## src/rtl/sweep_ctrl_pkg.sv

```systemverilog
// Shared definitions for the sweep controller and the up/down counter it drives.
package sweep_ctrl_pkg;

  typedef logic [2:0] state_t;

  localparam state_t ST_IDLE      = 3'd0;
  localparam state_t ST_UP        = 3'd1;
  localparam state_t ST_DWELL_TOP = 3'd2;
  localparam state_t ST_DOWN      = 3'd3;
  localparam state_t ST_DWELL_BOT = 3'd4;

  localparam logic DIR_UP   = 1'b1;
  localparam logic DIR_DOWN = 1'b0;

  // Direction is a pure function of state; dwell states point toward the next leg.
  function automatic logic state_dir(input state_t st);
    return (st == ST_DOWN || st == ST_DWELL_TOP) ? DIR_DOWN : DIR_UP;
  endfunction

endpackage

```

## src/rtl/sweep_ctrl_dwell_timer.sv

```systemverilog
// Loadable down-counter with zero flag, used to hold the sweep at each turn-around.
module dwell_timer #(
  parameter int DWELL_W = 4
) (
  input  logic               clk,
  input  logic               rst,
  input  logic               i_load,
  input  logic [DWELL_W-1:0] i_load_val,
  input  logic               i_dec,
  output logic               o_zero
);

  logic [DWELL_W-1:0] r_cnt;

  always_ff @(posedge clk) begin
    if (rst)
      r_cnt <= '0;
    else if (i_load)
      r_cnt <= i_load_val;
    else if (i_dec && r_cnt != '0)
      r_cnt <= r_cnt - 1'b1;
  end

  assign o_zero = (r_cnt == '0);

endmodule

```

## src/rtl/sweep_ctrl.sv

```systemverilog
// Triangle-sweep controller: steers an external up/down counter between latched limits,
// with optional dwell at each end and a programmable or continuous sweep count.
module sweep_ctrl
  import sweep_ctrl_pkg::*;
#(
  parameter int WIDTH   = 8,
  parameter int DWELL_W = 4,
  parameter int SWEEP_W = 4
) (
  input  logic               clk,
  input  logic               rst,
  input  logic               start,
  input  logic               stop,
  input  logic [WIDTH-1:0]   lo_lim,
  input  logic [WIDTH-1:0]   hi_lim,
  input  logic [DWELL_W-1:0] dwell,
  input  logic [SWEEP_W-1:0] sweeps,
  input  logic [WIDTH-1:0]   count,
  output logic               enb,
  output logic               dir,
  output logic               busy,
  output logic               done,
  output logic               err,
  output logic [SWEEP_W-1:0] sweep_cnt
);

  state_t             r_state, w_state_nxt;
  logic [WIDTH-1:0]   r_lo_l, r_hi_l;
  logic [DWELL_W-1:0] r_dwell_l;
  logic [SWEEP_W-1:0] r_sweeps_l, r_sweep_cnt;
  logic [SWEEP_W-1:0] w_cnt_inc;
  logic               w_idle, w_start_req, w_start_ok, w_start_bad;
  logic               w_at_top, w_at_bot, w_sweep_end, w_last_sweep;
  logic               w_tmr_load, w_tmr_dec, w_tmr_zero;

  assign w_idle      = (r_state == ST_IDLE);
  assign w_start_req = !rst && w_idle && start && !stop;
  assign w_start_ok  = w_start_req && (lo_lim < hi_lim);
  assign w_start_bad = w_start_req && !(lo_lim < hi_lim);

  assign w_at_top     = (count >= r_hi_l);
  assign w_at_bot     = (count <= r_lo_l);
  assign w_cnt_inc    = r_sweep_cnt + 1'b1;
  assign w_sweep_end  = (r_state == ST_DOWN) && w_at_bot && !stop;
  assign w_last_sweep = (r_sweeps_l != '0) && (w_cnt_inc == r_sweeps_l);

  always_comb begin
    w_state_nxt = r_state;
    w_tmr_load  = 1'b0;
    if (stop && !w_idle) begin
      w_state_nxt = ST_IDLE;
    end else begin
      case (r_state)
        ST_IDLE:
          if (w_start_ok)
            w_state_nxt = (count < hi_lim) ? ST_UP : ST_DOWN;
        ST_UP:
          if (w_at_top) begin
            if (r_dwell_l != '0) begin
              w_state_nxt = ST_DWELL_TOP;
              w_tmr_load  = 1'b1;
            end else begin
              w_state_nxt = ST_DOWN;
            end
          end
        ST_DWELL_TOP:
          if (w_tmr_zero) w_state_nxt = ST_DOWN;
        ST_DOWN:
          if (w_at_bot) begin
            if (w_last_sweep) begin
              w_state_nxt = ST_IDLE;
            end else if (r_dwell_l != '0) begin
              w_state_nxt = ST_DWELL_BOT;
              w_tmr_load  = 1'b1;
            end else begin
              w_state_nxt = ST_UP;
            end
          end
        ST_DWELL_BOT:
          if (w_tmr_zero) w_state_nxt = ST_UP;
        default:
          w_state_nxt = ST_IDLE;
      endcase
    end
  end

  always_ff @(posedge clk) begin
    if (rst) begin
      r_state     <= ST_IDLE;
      r_lo_l      <= '0;
      r_hi_l      <= '0;
      r_dwell_l   <= '0;
      r_sweeps_l  <= '0;
      r_sweep_cnt <= '0;
    end else begin
      r_state <= w_state_nxt;
      if (w_start_ok) begin
        r_lo_l      <= lo_lim;
        r_hi_l      <= hi_lim;
        r_dwell_l   <= dwell;
        r_sweeps_l  <= sweeps;
        r_sweep_cnt <= '0;
      end else if (w_sweep_end) begin
        r_sweep_cnt <= w_cnt_inc;
      end
    end
  end

  // Loaded with dwell-1 so the zero flag marks the last of exactly dwell cycles.
  assign w_tmr_dec = (r_state == ST_DWELL_TOP) || (r_state == ST_DWELL_BOT);

  dwell_timer #(.DWELL_W(DWELL_W)) u_dwell (
    .clk       (clk),
    .rst       (rst),
    .i_load    (w_tmr_load),
    .i_load_val(r_dwell_l - 1'b1),
    .i_dec     (w_tmr_dec),
    .o_zero    (w_tmr_zero)
  );

  always_comb begin
    enb = 1'b0;
    case (r_state)
      ST_UP:   enb = (count < r_hi_l);
      ST_DOWN: enb = (count > r_lo_l);
      default: enb = 1'b0;
    endcase
    enb = enb && !stop && !rst;
  end

  assign dir       = state_dir(r_state);
  assign busy      = !w_idle;
  assign done      = !rst && w_sweep_end && w_last_sweep;
  assign err       = w_start_bad;
  assign sweep_cnt = r_sweep_cnt;

endmodule
```

## config.mk

```make
export PLATFORM = sky130hd
export DESIGN_NAME = sweep_ctrl
export DESIGN_NICKNAME = d
export VERILOG_FILES = /design/src/rtl/sweep_ctrl_pkg.sv /design/src/rtl/sweep_ctrl_dwell_timer.sv /design/src/rtl/sweep_ctrl.sv
export SDC_FILE = /design/constraint.sdc
export NUM_CORES = 1
export LEC_CHECK = 0
export BUFFER_PORTS_ARGS = -buffer_cell sky130_fd_sc_hd__buf_2
export CAP_MARGIN = 20
export CORE_UTILIZATION = 50
export DETAILED_ROUTE_END_ITERATION = 10
export PLACE_DENSITY = 0.73
export SYNTH_ARGS = -nofsm -noshare
export SYNTH_HDL_FRONTEND = slang
export SYNTH_SLANG_ARGS = --single-unit
```

## constraint.sdc

```tcl
create_clock -name clk -period 4.6 [get_ports clk]
set_clock_uncertainty 0.2 [all_clocks]
set_input_delay 0.46 -clock clk [delete_from_list [all_inputs] [get_ports clk]]
set_output_delay 0.46 -clock clk [all_outputs]
set_load 0.1 [all_outputs]
```

==> results of run 1 <==
-- power by group --
part / leakage, nW / internal (W) / switching, W
registers: 0.283 / 0.000313 / 0.0000115
logic: 0.834 / 0.0000691 / 0.000105
clock network: 0.0644 / 0.000216 / 0.000120
-- metal layers --
| layer | up-vias | part of all wire [%] | routed length, um | track usage [%] |
|---|---|---|---|---|
| met5 | - | 0 | 0 | 0 |
| met3 | 11 | 4.4 | 236 | 4.01 |
| met4 | 0 | 2.0 | 106 | 8.71 |
| met2 | 52 | 44 | 2340 | 34.5 |
| li1 | 1064 | - | - | - |
| met1 | 933 | 50 | 2650 | 30.5 |
-- logic make-up (layout without fill, tap and decap cells) --
kind of cell             after synthesis  in the layout  share of synthesized area, %
AND/OR/NAND/NOR                       77             77                          15.6
adder cells (fa/ha/maj)               32             32                          15.8
AO/OA/AOI/OAI                         52             52                          18.2
XOR/XNOR                              12             12                          4.14
flip-flops                            35             35                          27.6
buffers and inverters                 35             79                          6.66
multiplexers                          30             30                          11.9
-- worst max-delay path, delay by kind of cell (launching register included) --
kind                       cells  cell delay (ns)
DFF                            1             0.34
adders and majority gates      1             0.30
and+or+nand+nor                3             0.63
buffers and inverters          2             0.48
AOI/OAI and AO/OA              2             0.57
-- cell type report --
| type | count | area, um^2 |
|---|---|---|
| fillers | 441 | 1910 |
| multi-input cells | 203 | 1670 |
| flip-flops and latches | 35 | 701 |
| repair buffers | 44 | 220 |
| inverters | 27 | 101 |
| well taps | 67 | 83.8 |
| clock buffers | 5 | 68.8 |
| clock inverters | 3 | 67.6 |
-- Yosys cell counts, drive strengths merged, types with 4 or more instances --
| master | n |
|---|---|
| a2111oi | 5 |
| a211oi | 7 |
| a21oi | 13 |
| buf | 4 |
| clkbuf | 4 |
| dfxtp | 35 |
| ha | 32 |
| inv | 27 |
| mux2i | 28 |
| nand2 | 7 |
| nor2 | 36 |
| nor2b | 6 |
| o211ai | 5 |
| o21ai | 7 |
| xnor2 | 9 |
-- stage by stage --
step / std cells / area [um^2] / util (%)
CTS: 384 / 2910 / 60.4
finish: 384 / 2910 / 60.4
detailed placement: 376 / 2770 / 57.6
global route: 384 / 2910 / 60.4
global placement: 376 / 2770 / 57.6
floorplan: 273 / 2540 / -
-- final timing paths --
check,slack [ns],startpoint,endpoint,depth (start not counted)
worst max-delay path,1.34,r_lo_l[5],done,8
worst min-delay path,0.20,sweeps[1],r_sweeps_l[1],3
worst max register to register,1.37,r_lo_l[5],u_dwell.r_cnt[2],13
worst min register to register,0.29,u_dwell.r_cnt[3],u_dwell.r_cnt[3],2
-- registers in the layout, indices dropped and copies added (netlist names) --
signal and cells:
r_dwell_l 4, r_lo_l 8, u_dwell.r_cnt 4, r_hi_l 8, r_sweeps_l 4, r_state 3, sweep_cnt 4
==> impl_metrics.sql, run 1 <==
INSERT INTO impl_metrics (metric_group, metric, value, unit) VALUES
('grt', 'maximum_number_of_pins_on_one_net_before_global_route_repair', '33', ''),
('detailed_routing', 'drt-vias-per-instance', '5.36', ''),
('pwr', 'ir_drop', '155', 'uV'),
('synthesis', 'count_of_flip_flops_with_a_built_in_enable_after_synthesis', '0', ''),
('clock_tree', 'cts.path.max_buffers', '2', ''),
('synthesis', 'yosys_warnings', '0', ''),
('clock_tree', 'hold_buffer_count_at_cts', '0', ''),
('detailed_routing', 'vias', '2060', ''),
('clock_tree', 'worstSkewPairLatency', '0.29', 'ns'),
('synthesis', 'syn-mean-instance-area', '9.29', 'um^2'),
('synthesis', 'synth_flop_cell', 'sky130_fd_sc_hd__dfxtp_1', ''),
('die', 'die-area', '5360', 'um^2'),
('synthesis', 'synth-seq-area-share', '27.6', '%'),
('critical_path', 'critical_path.cell_chain', 'inv_1, ha_1, a211oi_2, nor2_1, nand4bb_2, a21oi_2, and3b_1, buf_2', ''),
('sta', 'fin_ws', '1.34', 'ns'),
('clock_tree', 'cts_buffers', '5', ''),
('finish', 'layout-area-overhead-vs-synth', '14.7', '%'),
('die', 'floorplan.io_pins', '45', ''),
('synthesis', 'postSynthRegisterBits', '35', ''),
('finish', 'antenna_cells_inserted', '0', ''),
('die', 'die_span_x', '73.2', 'um'),
('place', 'hpwlAfterDp', '4100', 'um'),
('synthesis', 'post_synth_num_cell_types', '55', ''),
('synthesis', 'net_count_of_the_mapped_netlist', '341', ''),
('grt', 'grt_antenna_before_repair', '0', ''),
('synthesis', 'synthDominantAreaCellType', 'sky130_fd_sc_hd__dfxtp_1', ''),
('place', 'place_congestion', '0.838', ''),
('critical_path', 'critical_path.startpoint_type', 'flip-flop', ''),
('die', 'initial_utilization', '52.7', '%'),
('die', 'fp-row-count', '25', ''),
('sta', 'timing.final.crit_share', '70.9', '%'),
('grt', 'globalRouteTotalUtil', '22.2', '%'),
('critical_path', 'critPathRequiredTime', '3.94', 'ns'),
('sta', 'grt_setup_unrepaired', 'false', ''),
('grt', 'grt_pass1_vias', '1979', ''),
('synthesis', 'synth_top_cell_area_share', '27.6', '%'),
('clock_tree', 'clock_tree.htree_level_count', '2', ''),
('finish', 'post_route_cells_drive_above_1_share', '22.4', '%'),
('detailed_routing', 'routedWlPerCell', '13.9', 'um'),
('sta', 'hold_slack', '0.202', 'ns'),
('sta', 'slew_viol_final', '0', ''),
('critical_path', 'timing.critical_path.slowest_cell_delay', '0.43', 'ns'),
('sta', 'report.final.hold_viol_count', '0', ''),
('clock_tree', 'postCtsResizedCells', '0', ''),
('flow_run', 'max_cap_viol_count', '0', ''),
('detailed_routing', 'postRouteAntennaNets', '0', ''),
('grt', 'gr-total-overflow', '0', ''),
('detailed_routing', 'post-route-drc-count', '0', ''),
('die', 'fp.coreArea', '4820', 'um^2'),
('detailed_routing', 'dr.first_iter.drc_count', '92', ''),
('finish', 'finish.net_count', '384', ''),
('finish', 'layout_commonest_cell', 'sky130_fd_sc_hd__buf_2', ''),
('clock_tree', 'tritoncts_num_sinks', '35', ''),
('sta', 'setup-violations-final', '0', ''),
('hold_path', 'hp-class', 'in2reg', ''),
('place', 'placement.setup.worst_slack', '1.20', 'ns'),
('synthesis', 'synth.area.top_cells', 'sky130_fd_sc_hd__dfxtp_1, sky130_fd_sc_hd__ha_1, sky130_fd_sc_hd__mux2i_1, sky130_fd_sc_hd__nor2_1, sky130_fd_sc_hd__inv_1', ''),
('pwr', 'power', '0.000834', 'W'),
('detailed_routing', 'routed_wl', '5320', 'um'),
('clock_tree', 'post-cts-setup-buffer-count', '0', ''),
('synthesis', 'async_reset_ff_share', '0', '%'),
('critical_path', 'path_class', 'reg2out', ''),
('sta', 'slew_headroom', '29.2', '%'),
('synthesis', 'synthCells', '273', ''),
('grt', 'grt_first_pass_wirelength', '9050', 'um'),
('critical_path', 'endpoint_kind', 'primary output', ''),
('critical_path', 'crit_path_top_delay_cell', 'sky130_fd_sc_hd__buf_2', ''),
('sta', 'finalCriticalPeriod', '3.26', 'ns'),
('outcome', 'result_of_the_run', 'finished clean', ''),
('place', 'portBuffers', '44', ''),
('critical_path', 'cp_data_arrival_time', '2.60', 'ns');
Power figures use the tool's default switching activity.
==> run 2: changes to the inputs <==
==> constraint.sdc (replaced) <==
create_clock -name clk -period 3.09 [get_ports clk]
set_clock_uncertainty 0.2 [all_clocks]
set_input_delay 0.309 -clock clk [delete_from_list [all_inputs] [get_ports clk]]
set_output_delay 0.309 -clock clk [all_outputs]
set_load 0.1 [all_outputs]
==> impl_metrics.sql, run 2 (synthesis results as in run 1) <==
INSERT INTO impl_metrics (metric_group, metric, value, unit) VALUES
('sta', 'slew_viol_final', '0', ''),
('sta', 'hold_slack', '0.0479', 'ns'),
('clock_tree', 'cts.path.max_buffers', '2', ''),
('pwr', 'static-leakage-power', '1.21', 'nW'),
('finish', 'antenna_cells_inserted', '0', ''),
('detailed_routing', 'vias', '2109', ''),
('die', 'fp-row-count', '25', ''),
('critical_path', 'crit_path_top_delay_cell', 'sky130_fd_sc_hd__dfxtp_1', ''),
('clock_tree', 'clkSlewWorstSetupHoldPaths', '0.07', 'ns'),
('clock_tree', 'post-cts-setup-buffer-count', '0', ''),
('clock_tree', 'worstSkewPairLatency', '0.29', 'ns'),
('outcome', 'result_of_the_run', 'finished clean', ''),
('grt', 'maximum_number_of_pins_on_one_net_before_global_route_repair', '32', ''),
('detailed_routing', 'post-route-drc-count', '0', ''),
('hold_path', 'hold_path_end', 'r_dwell_l[3]', ''),
('sta', 'report.final.hold_viol_count', '0', ''),
('grt', 'globalRouteTotalUtil', '23.0', '%'),
('sta', 'grt_setup_unrepaired', 'false', ''),
('die', 'initial_utilization', '52.7', '%'),
('critical_path', 'critical_path.cell_chain', 'inv_1, ha_1, a211oi_2, nor2_1, o31a_1, buf_4, and3b_1, o21a_1, clkbuf_4', ''),
('sta', 'finalCriticalPeriod', '2.93', 'ns'),
('detailed_routing', 'detailedRoute.firstPassIterationCount', '4', ''),
('grt', 'grt_antenna_before_repair', '0', ''),
('critical_path', 'crit_fanout', '4', ''),
('grt', 'grt_first_pass_wirelength', '9470', 'um'),
('place', 'dpl_cell_area', '2860', 'um^2'),
('sta', 'setup-violations-final', '0', ''),
('die', 'die-area', '5360', 'um^2'),
('detailed_routing', 'postRouteAntennaNets', '0', ''),
('clock_tree', 'cts_tree', 'done', ''),
('hold_path', 'min-delay-start', 'dwell[3]', ''),
('critical_path', 'reg2reg_from', 'r_lo_l[5]', ''),
('grt', 'grt_util_met1', '31.2', '%'),
('critical_path', 'critical_path.startpoint_type', 'flip-flop', ''),
('detailed_routing', 'drt-vias-per-instance', '5.41', ''),
('flow_run', 'max_cap_viol_count', '0', ''),
('die', 'die_y', '73.2', 'um'),
('grt', 'grt_pass1_vias', '2042', ''),
('finish', 'largestRegisters', 'r_hi_l x8, r_lo_l x8', ''),
('place', 'portBuffers', '44', ''),
('sta', 'fin_ws', '0.158', 'ns'),
('detailed_routing', 'routedWlPerCell', '13.9', 'um'),
('clock_tree', 'clk_root_buffer_cell', 'sky130_fd_sc_hd__clkbuf_8', ''),
('die', 'fp.coreArea', '4820', 'um^2'),
('finish', 'finish.net_count', '390', ''),
('sta', 'timing.final.crit_share', '94.9', '%'),
('critical_path', 'cp_data_arrival_time', '2.42', 'ns'),
('finish', 'mostFrequentLayoutCells', 'sky130_fd_sc_hd__buf_2, sky130_fd_sc_hd__nor2_1, sky130_fd_sc_hd__ha_1', ''),
('place', 'place_congestion', '0.857', ''),
('hold_path', 'worstHoldPathCells', '3', ''),
('pwr', 'ir_drop', '245', 'uV'),
('sta', 'slew_headroom', '62.0', '%'),
('place', 'hpwlAfterDp', '4190', 'um'),
('clock_tree', 'tritoncts_num_sinks', '35', ''),
('finish', 'filler_cell_count', '448', ''),
('pwr', 'p_per_area', '390', 'nW/um^2'),
('sta', 'fmaxAchievable', '341', 'MHz'),
('finish', 'layout_commonest_cell', 'sky130_fd_sc_hd__buf_2', ''),
('finish', 'sequential_cell_area', '711', 'um^2'),
('grt', 'grt_util_met3', '4.28', '%'),
('die', 'floorplan.io_pins', '45', ''),
('die', 'die_span_x', '73.2', 'um'),
('sta', 'max_slew.worst_pin.slew', '0.566', 'ns'),
('finish', 'layout.cells.non_filler', '390', ''),
('clock_tree', 'clock_tree.htree_level_count', '2', ''),
('place', 'placed_cells', '382', ''),
('detailed_routing', 'dr.first_iter.drc_count', '51', ''),
('clock_tree', 'cts_buffers', '5', ''),
('hold_path', 'hp-class', 'in2reg', ''),
('critical_path', 'path_class', 'reg2out', ''),
('grt', 'gr-total-overflow', '0', ''),
('clock_tree', 'hold_buffer_count_at_cts', '0', ''),
('critical_path', 'worstRegToRegCells', '13', ''),
('grt', 'grt.met2_usage', '36.2', '%'),
('critical_path', 'critPathRequiredTime', '2.58', 'ns'),
('critical_path', 'endpoint_kind', 'primary output', ''),
('critical_path', 'rr_endpoint', 'u_dwell.r_cnt[2]', ''),
('finish', 'post_route_cells_drive_above_1_share', '25.1', '%'),
('clock_tree', 'postCtsResizedCells', '0', ''),
('sta', 'tns', '0', 'ns'),
('finish', 'layout-area-overhead-vs-synth', '17.1', '%'),
('detailed_routing', 'routed_wl', '5410', 'um'),
('critical_path', 'timing.reg2reg.setup_slack', '0.22', 'ns'),
('finish', 'area_used_by_multi_input_combinational_logic', '1670', 'um^2'),
('finish', 'design_area', '2970', 'um^2'),
('critical_path', 'timing.critical_path.slowest_cell_delay', '0.34', 'ns'),
('place', 'placement.setup.worst_slack', '0.0969', 'ns'),
('grt', 'grt_most_used_layer', 'met2', '');
[run 2: power by group]
group / internal [W] / leakage (nW) / switching, W / total (W)
combinational: 0.000109 / 0.869 / 0.000159 / 0.000268
clock: 0.000236 / 0.0556 / 0.000173 / 0.000409
sequential: 0.000464 / 0.286 / 0.0000178 / 0.000482
[run 2: routing by layer]
| metal | share of wire [%] | wire, um |
|---|---|---|
| met2 | 44 | 2400 |
| met5 | 0 | 0 |
| met4 | 1.8 | 97 |
| met1 | 50 | 2720 |
| met3 | 3.6 | 195 |
[run 2: stage by stage]
| stage | total power (W) | utilization [%] |
|---|---|---|
| floorplan | 0.000685 | - |
| global placement | 0.000752 | 59.3 |
| detailed placement | 0.000757 | 59.3 |
| CTS | 0.00116 | 61.5 |
| global route | 0.00121 | 61.7 |
| finish | 0.00116 | 61.7 |
[run 2: final cells by class]
class | instances | share of cell area (%)
repair buffers | 50 | 9.94
flip-flops and latches | 35 | 23.9
inverters | 27 | 3.41
clock buffers | 5 | 2.32
multi-input cells | 203 | 56.3
clock inverters | 3 | 1.31
well taps | 67 | 2.82
[run 2: critical path, delay by kind of cell, from the launching register on]
kind            cells  cell delay (ns)
compound gates      3             0.71
buf+inv             3             0.50
flops               1             0.34
fa+ha+maj           1             0.29
simple gates        2             0.29
[run 2: how the worst max path moves through the flow]
stage                             endpoint  slack [ns]  cells past startpoint    startpoint
after floorplan           u_dwell.r_cnt[2]         0.1                     11  sweep_cnt[2]
after global placement    u_dwell.r_cnt[2]        0.20                     13      count[5]
after detailed placement  u_dwell.r_cnt[2]         0.1                     13      count[5]
after CTS                              enb        0.10                      9     r_lo_l[5]
after global routing                   enb        0.04                      9     r_lo_l[5]
final                                  enb        0.16                      9     r_lo_l[5]
==> run 3: changes to the inputs <==
--- a/config.mk
+++ b/config.mk
@@ -9,7 +9,9 @@
 export CAP_MARGIN = 20
 export CORE_UTILIZATION = 50
 export DETAILED_ROUTE_END_ITERATION = 10
+export MAX_ROUTING_LAYER = met4
 export PLACE_DENSITY = 0.73
 export SYNTH_ARGS = -nofsm -noshare
 export SYNTH_HDL_FRONTEND = slang
+export SYNTH_HIERARCHICAL = 1
 export SYNTH_SLANG_ARGS = --single-unit
==> impl_metrics.sql, run 3 <==
INSERT INTO impl_metrics (metric_group, metric, value, unit) VALUES
('synthesis', 'async_reset_ff_share', '0', '%'),
('clock_tree', 'post-cts-setup-buffer-count', '0', ''),
('sta', 'report.final.hold_viol_count', '0', ''),
('grt', 'grt_first_pass_wirelength', '9650', 'um'),
('detailed_routing', 'drt-vias-per-instance', '5.50', ''),
('clock_tree', 'cts_tree', 'done', ''),
('critical_path', 'cp_data_arrival_time', '2.84', 'ns'),
('finish', 'antenna_cells_inserted', '0', ''),
('die', 'floorplan.io_pins', '45', ''),
('critical_path', 'crit_fanout', '4', ''),
('clock_tree', 'tritoncts_num_sinks', '35', ''),
('synthesis', 'postSynthRegisterBits', '35', ''),
('clock_tree', 'postCtsResizedCells', '0', ''),
('grt', 'globalRouteTotalUtil', '24.3', '%'),
('synthesis', 'count_of_flip_flops_with_a_built_in_enable_after_synthesis', '0', ''),
('hold_path', 'worstHoldPathCells', '3', ''),
('pwr', 'ir_drop', '220', 'uV'),
('clock_tree', 'clkSlewWorstSetupHoldPaths', '0.07', 'ns'),
('sta', 'slew_headroom', '64.4', '%'),
('flow_run', 'max_cap_viol_count', '0', ''),
('clock_tree', 'hold_buffer_count_at_cts', '0', ''),
('critical_path', 'startpoint', 'r_hi_l[1]', ''),
('critical_path', 'endpoint_kind', 'flip-flop', ''),
('grt', 'grt_util_met3', '6.17', '%'),
('finish', 'mostFrequentLayoutCells', 'sky130_fd_sc_hd__buf_2, sky130_fd_sc_hd__nor2_1, sky130_fd_sc_hd__ha_1, sky130_fd_sc_hd__dfxtp_1, sky130_fd_sc_hd__inv_1', ''),
('critical_path', 'critical_path.cell_chain', 'inv_1, ha_1, nor2b_1, o211ai_1, a31oi_1, nor2_1, or4_1, a21oi_1, nor3_1, a311o_1', ''),
('hold_path', 'hp-class', 'in2reg', ''),
('finish', 'layout_commonest_cell', 'sky130_fd_sc_hd__buf_2', ''),
('detailed_routing', 'dr.first_iter.drc_count', '210', ''),
('detailed_routing', 'vias', '2276', ''),
('clock_tree', 'cts.path.max_buffers', '2', ''),
('place', 'portBuffers', '44', ''),
('synthesis', 'yosys_warnings', '6', ''),
('synthesis', 'synthDominantAreaCellType', 'sky130_fd_sc_hd__dfxtp_1', ''),
('place', 'dpl_cell_area', '2840', 'um^2'),
('critical_path', 'worstRegToRegCells', '10', ''),
('finish', 'largestRegisters', 'r_hi_l x8, r_lo_l x8', ''),
('die', 'die_span_x', '73.4', 'um'),
('critical_path', 'timing.critical_path.slowest_cell_delay', '0.47', 'ns'),
('hold_path', 'min-delay-start', 'dwell[3]', ''),
('synthesis', 'yosysMostFrequentCell', 'sky130_fd_sc_hd__nor2_1', ''),
('clock_tree', 'cts_buffers', '5', ''),
('clock_tree', 'clk_root_buffer_cell', 'sky130_fd_sc_hd__clkbuf_8', ''),
('sta', 'slew_viol_final', '0', ''),
('detailed_routing', 'post-route-drc-count', '0', ''),
('sta', 'grt_setup_unrepaired', 'false', ''),
('detailed_routing', 'routedWlPerCell', '13.9', 'um'),
('sta', 'timing.final.crit_share', '92.7', '%'),
('synthesis', 'post_synth_num_cell_types', '52', ''),
('grt', 'gr-total-overflow', '0', ''),
('die', 'die_y', '73.4', 'um'),
('clock_tree', 'clock_tree.htree_level_count', '2', ''),
('critical_path', 'reg2reg_from', 'r_hi_l[1]', ''),
('critical_path', 'timing.reg2reg.setup_slack', '0.23', 'ns'),
('grt', 'maximum_number_of_pins_on_one_net_before_global_route_repair', '34', ''),
('sta', 'finalCriticalPeriod', '2.86', 'ns'),
('finish', 'layout-area-overhead-vs-synth', '14.7', '%'),
('grt', 'grt_antenna_before_repair', '0', ''),
('pwr', 'static-leakage-power', '1.32', 'nW'),
('grt', 'grt_util_met1', '30.2', '%'),
('finish', 'post_route_cells_drive_above_1_share', '20.5', '%'),
('detailed_routing', 'postRouteAntennaNets', '0', ''),
('detailed_routing', 'routed_wl', '5750', 'um'),
('detailed_routing', 'detailedRoute.firstPassIterationCount', '4', ''),
('die', 'initial_utilization', '53.0', '%'),
('die', 'fp-row-count', '25', ''),
('finish', 'postLayoutCoreUtil', '60.8', '%'),
('pwr', 'p_per_area', '361', 'nW/um^2'),
('sta', 'setup-violations-final', '0', ''),
('critical_path', 'critPathRequiredTime', '3.07', 'ns'),
('place', 'place_congestion', '0.832', ''),
('sta', 'max_slew.worst_pin.slew', '0.534', 'ns'),
('die', 'fp.coreArea', '4820', 'um^2'),
('synthesis', 'syn-mean-instance-area', '8.53', 'um^2'),
('synthesis', 'synth_flop_cell', 'sky130_fd_sc_hd__dfxtp_1', ''),
('synthesis', 'synth.area.top_cells', 'sky130_fd_sc_hd__dfxtp_1, sky130_fd_sc_hd__ha_1, sky130_fd_sc_hd__mux2i_1, sky130_fd_sc_hd__nor2_1, sky130_fd_sc_hd__inv_1', ''),
('finish', 'finish.net_count', '415', ''),
('finish', 'design_area', '2930', 'um^2'),
('synthesis', 'net_count_of_the_mapped_netlist', '368', ''),
('grt', 'grt_most_used_layer', 'met2', ''),
('grt', 'grt_pass1_vias', '2183', ''),
('critical_path', 'critical_path.startpoint_type', 'flip-flop', ''),
('critical_path', 'path_class', 'reg2reg', ''),
('grt', 'grt.met2_usage', '38.5', '%'),
('synthesis', 'netlist_top_cells_count', 'sky130_fd_sc_hd__nor2_1, sky130_fd_sc_hd__dfxtp_1, sky130_fd_sc_hd__ha_1', ''),
('die', 'die-area', '5390', 'um^2'),
('synthesis', 'synth-seq-area-share', '27.5', '%'),
('synthesis', 'synth_top_cell_area_share', '27.5', '%'),
('place', 'hpwlAfterDp', '4370', 'um'),
('sta', 'fmaxAchievable', '349', 'MHz'),
('outcome', 'result_of_the_run', 'finished clean', ''),
('critical_path', 'crit_path_top_delay_cell', 'sky130_fd_sc_hd__or4_1', ''),
('clock_tree', 'worstSkewPairLatency', '0.29', 'ns'),
('synthesis', 'synthCells', '299', ''),
('synthesis', 'mappedNetlistArea', '2550', 'um^2');
## run 3: changes by cell type after synthesis, moves of 3 or more
cell and change:
sky130_fd_sc_hd__o21ai_0 +3, sky130_fd_sc_hd__nand3_1 +3, sky130_fd_sc_hd__xnor2_1 -4, sky130_fd_sc_hd__nor3_1 +11
sky130_fd_sc_hd__nor2b_1 -4, sky130_fd_sc_hd__nand4_1 +5, sky130_fd_sc_hd__nand2_1 +3, sky130_fd_sc_hd__a211oi_2 -4
sky130_fd_sc_hd__a21oi_1 +13, sky130_fd_sc_hd__mux2i_1 -10, sky130_fd_sc_hd__inv_1 +4
## run 3: final timing paths
| path | endpoint |
|---|---|
| setup / recovery | u_dwell/r_cnt[1] |
| hold / removal | r_dwell_l[3] |
| setup reg to reg | u_dwell/r_cnt[1] |
| hold reg to reg | r_hi_l[0] |
## run 3: metal layers
layer	wire length [um]	up-vias
met3	336	7
li1	-	1168
met1	2720	1051
met5	0	-
met4	70	0
met2	2620	50
## run 3: layout make-up
class / instances / area, um^2
well taps: 67 / 83.8
repair buffers: 48 / 250
clock inverters: 2 / 12.5
inverters: 32 / 120
fillers: 444 / 1890
multi-input cells: 224 / 1680
clock buffers: 6 / 72.6
flip-flops and latches: 35 / 703
## run 3: kinds of logic after synthesis
logic type	Yosys count	share of synthesized area (%)
fa+ha+maj	34	16.6
flops	35	27.5
simple gates	101	21.2
compound gates	62	18.0
mux	18	7.06
buf+inv	40	6.62
xor+xnor	9	3.09
## run 3: per-stage QoR
step | setup TNS (ns) | hold slack, ns | setup slack [ns] | power, W | cells
4_1_cts | 0 | 0.0454 | 0.253 | 0.00107 | 414
2_1_floorplan | -0.0424 | 0.181 | -0.0424 | 0.000665 | 299
6_report | 0 | 0.0479 | 0.227 | 0.00106 | 414
5_1_grt | 0 | 0.0335 | 0.0774 | 0.00112 | 414
3_3_place_gp | 0 | 0.252 | 0.291 | 0.000733 | 406
3_5_place_dp | 0 | 0.253 | 0.229 | 0.000739 | 406
## run 3: critical path: cells and delay by family, from the launching register on
| family | cells | cell delay (ns) |
|---|---|---|
| and+or+nand+nor | 4 | 0.82 |
| AOI/OAI and AO/OA | 4 | 1.06 |
| adders and majority gates | 1 | 0.28 |
| buffers and inverters | 1 | 0.05 |
| DFF | 1 | 0.35 |
## run 3: power breakdown
part	switching, W	internal [W]	total (W)
Combinational	0.000157	0.0000978	0.000255
Sequential	0.0000126	0.000464	0.000476
Clock	0.000168	0.000157	0.000325
Total	0.000338	0.000719	0.00106
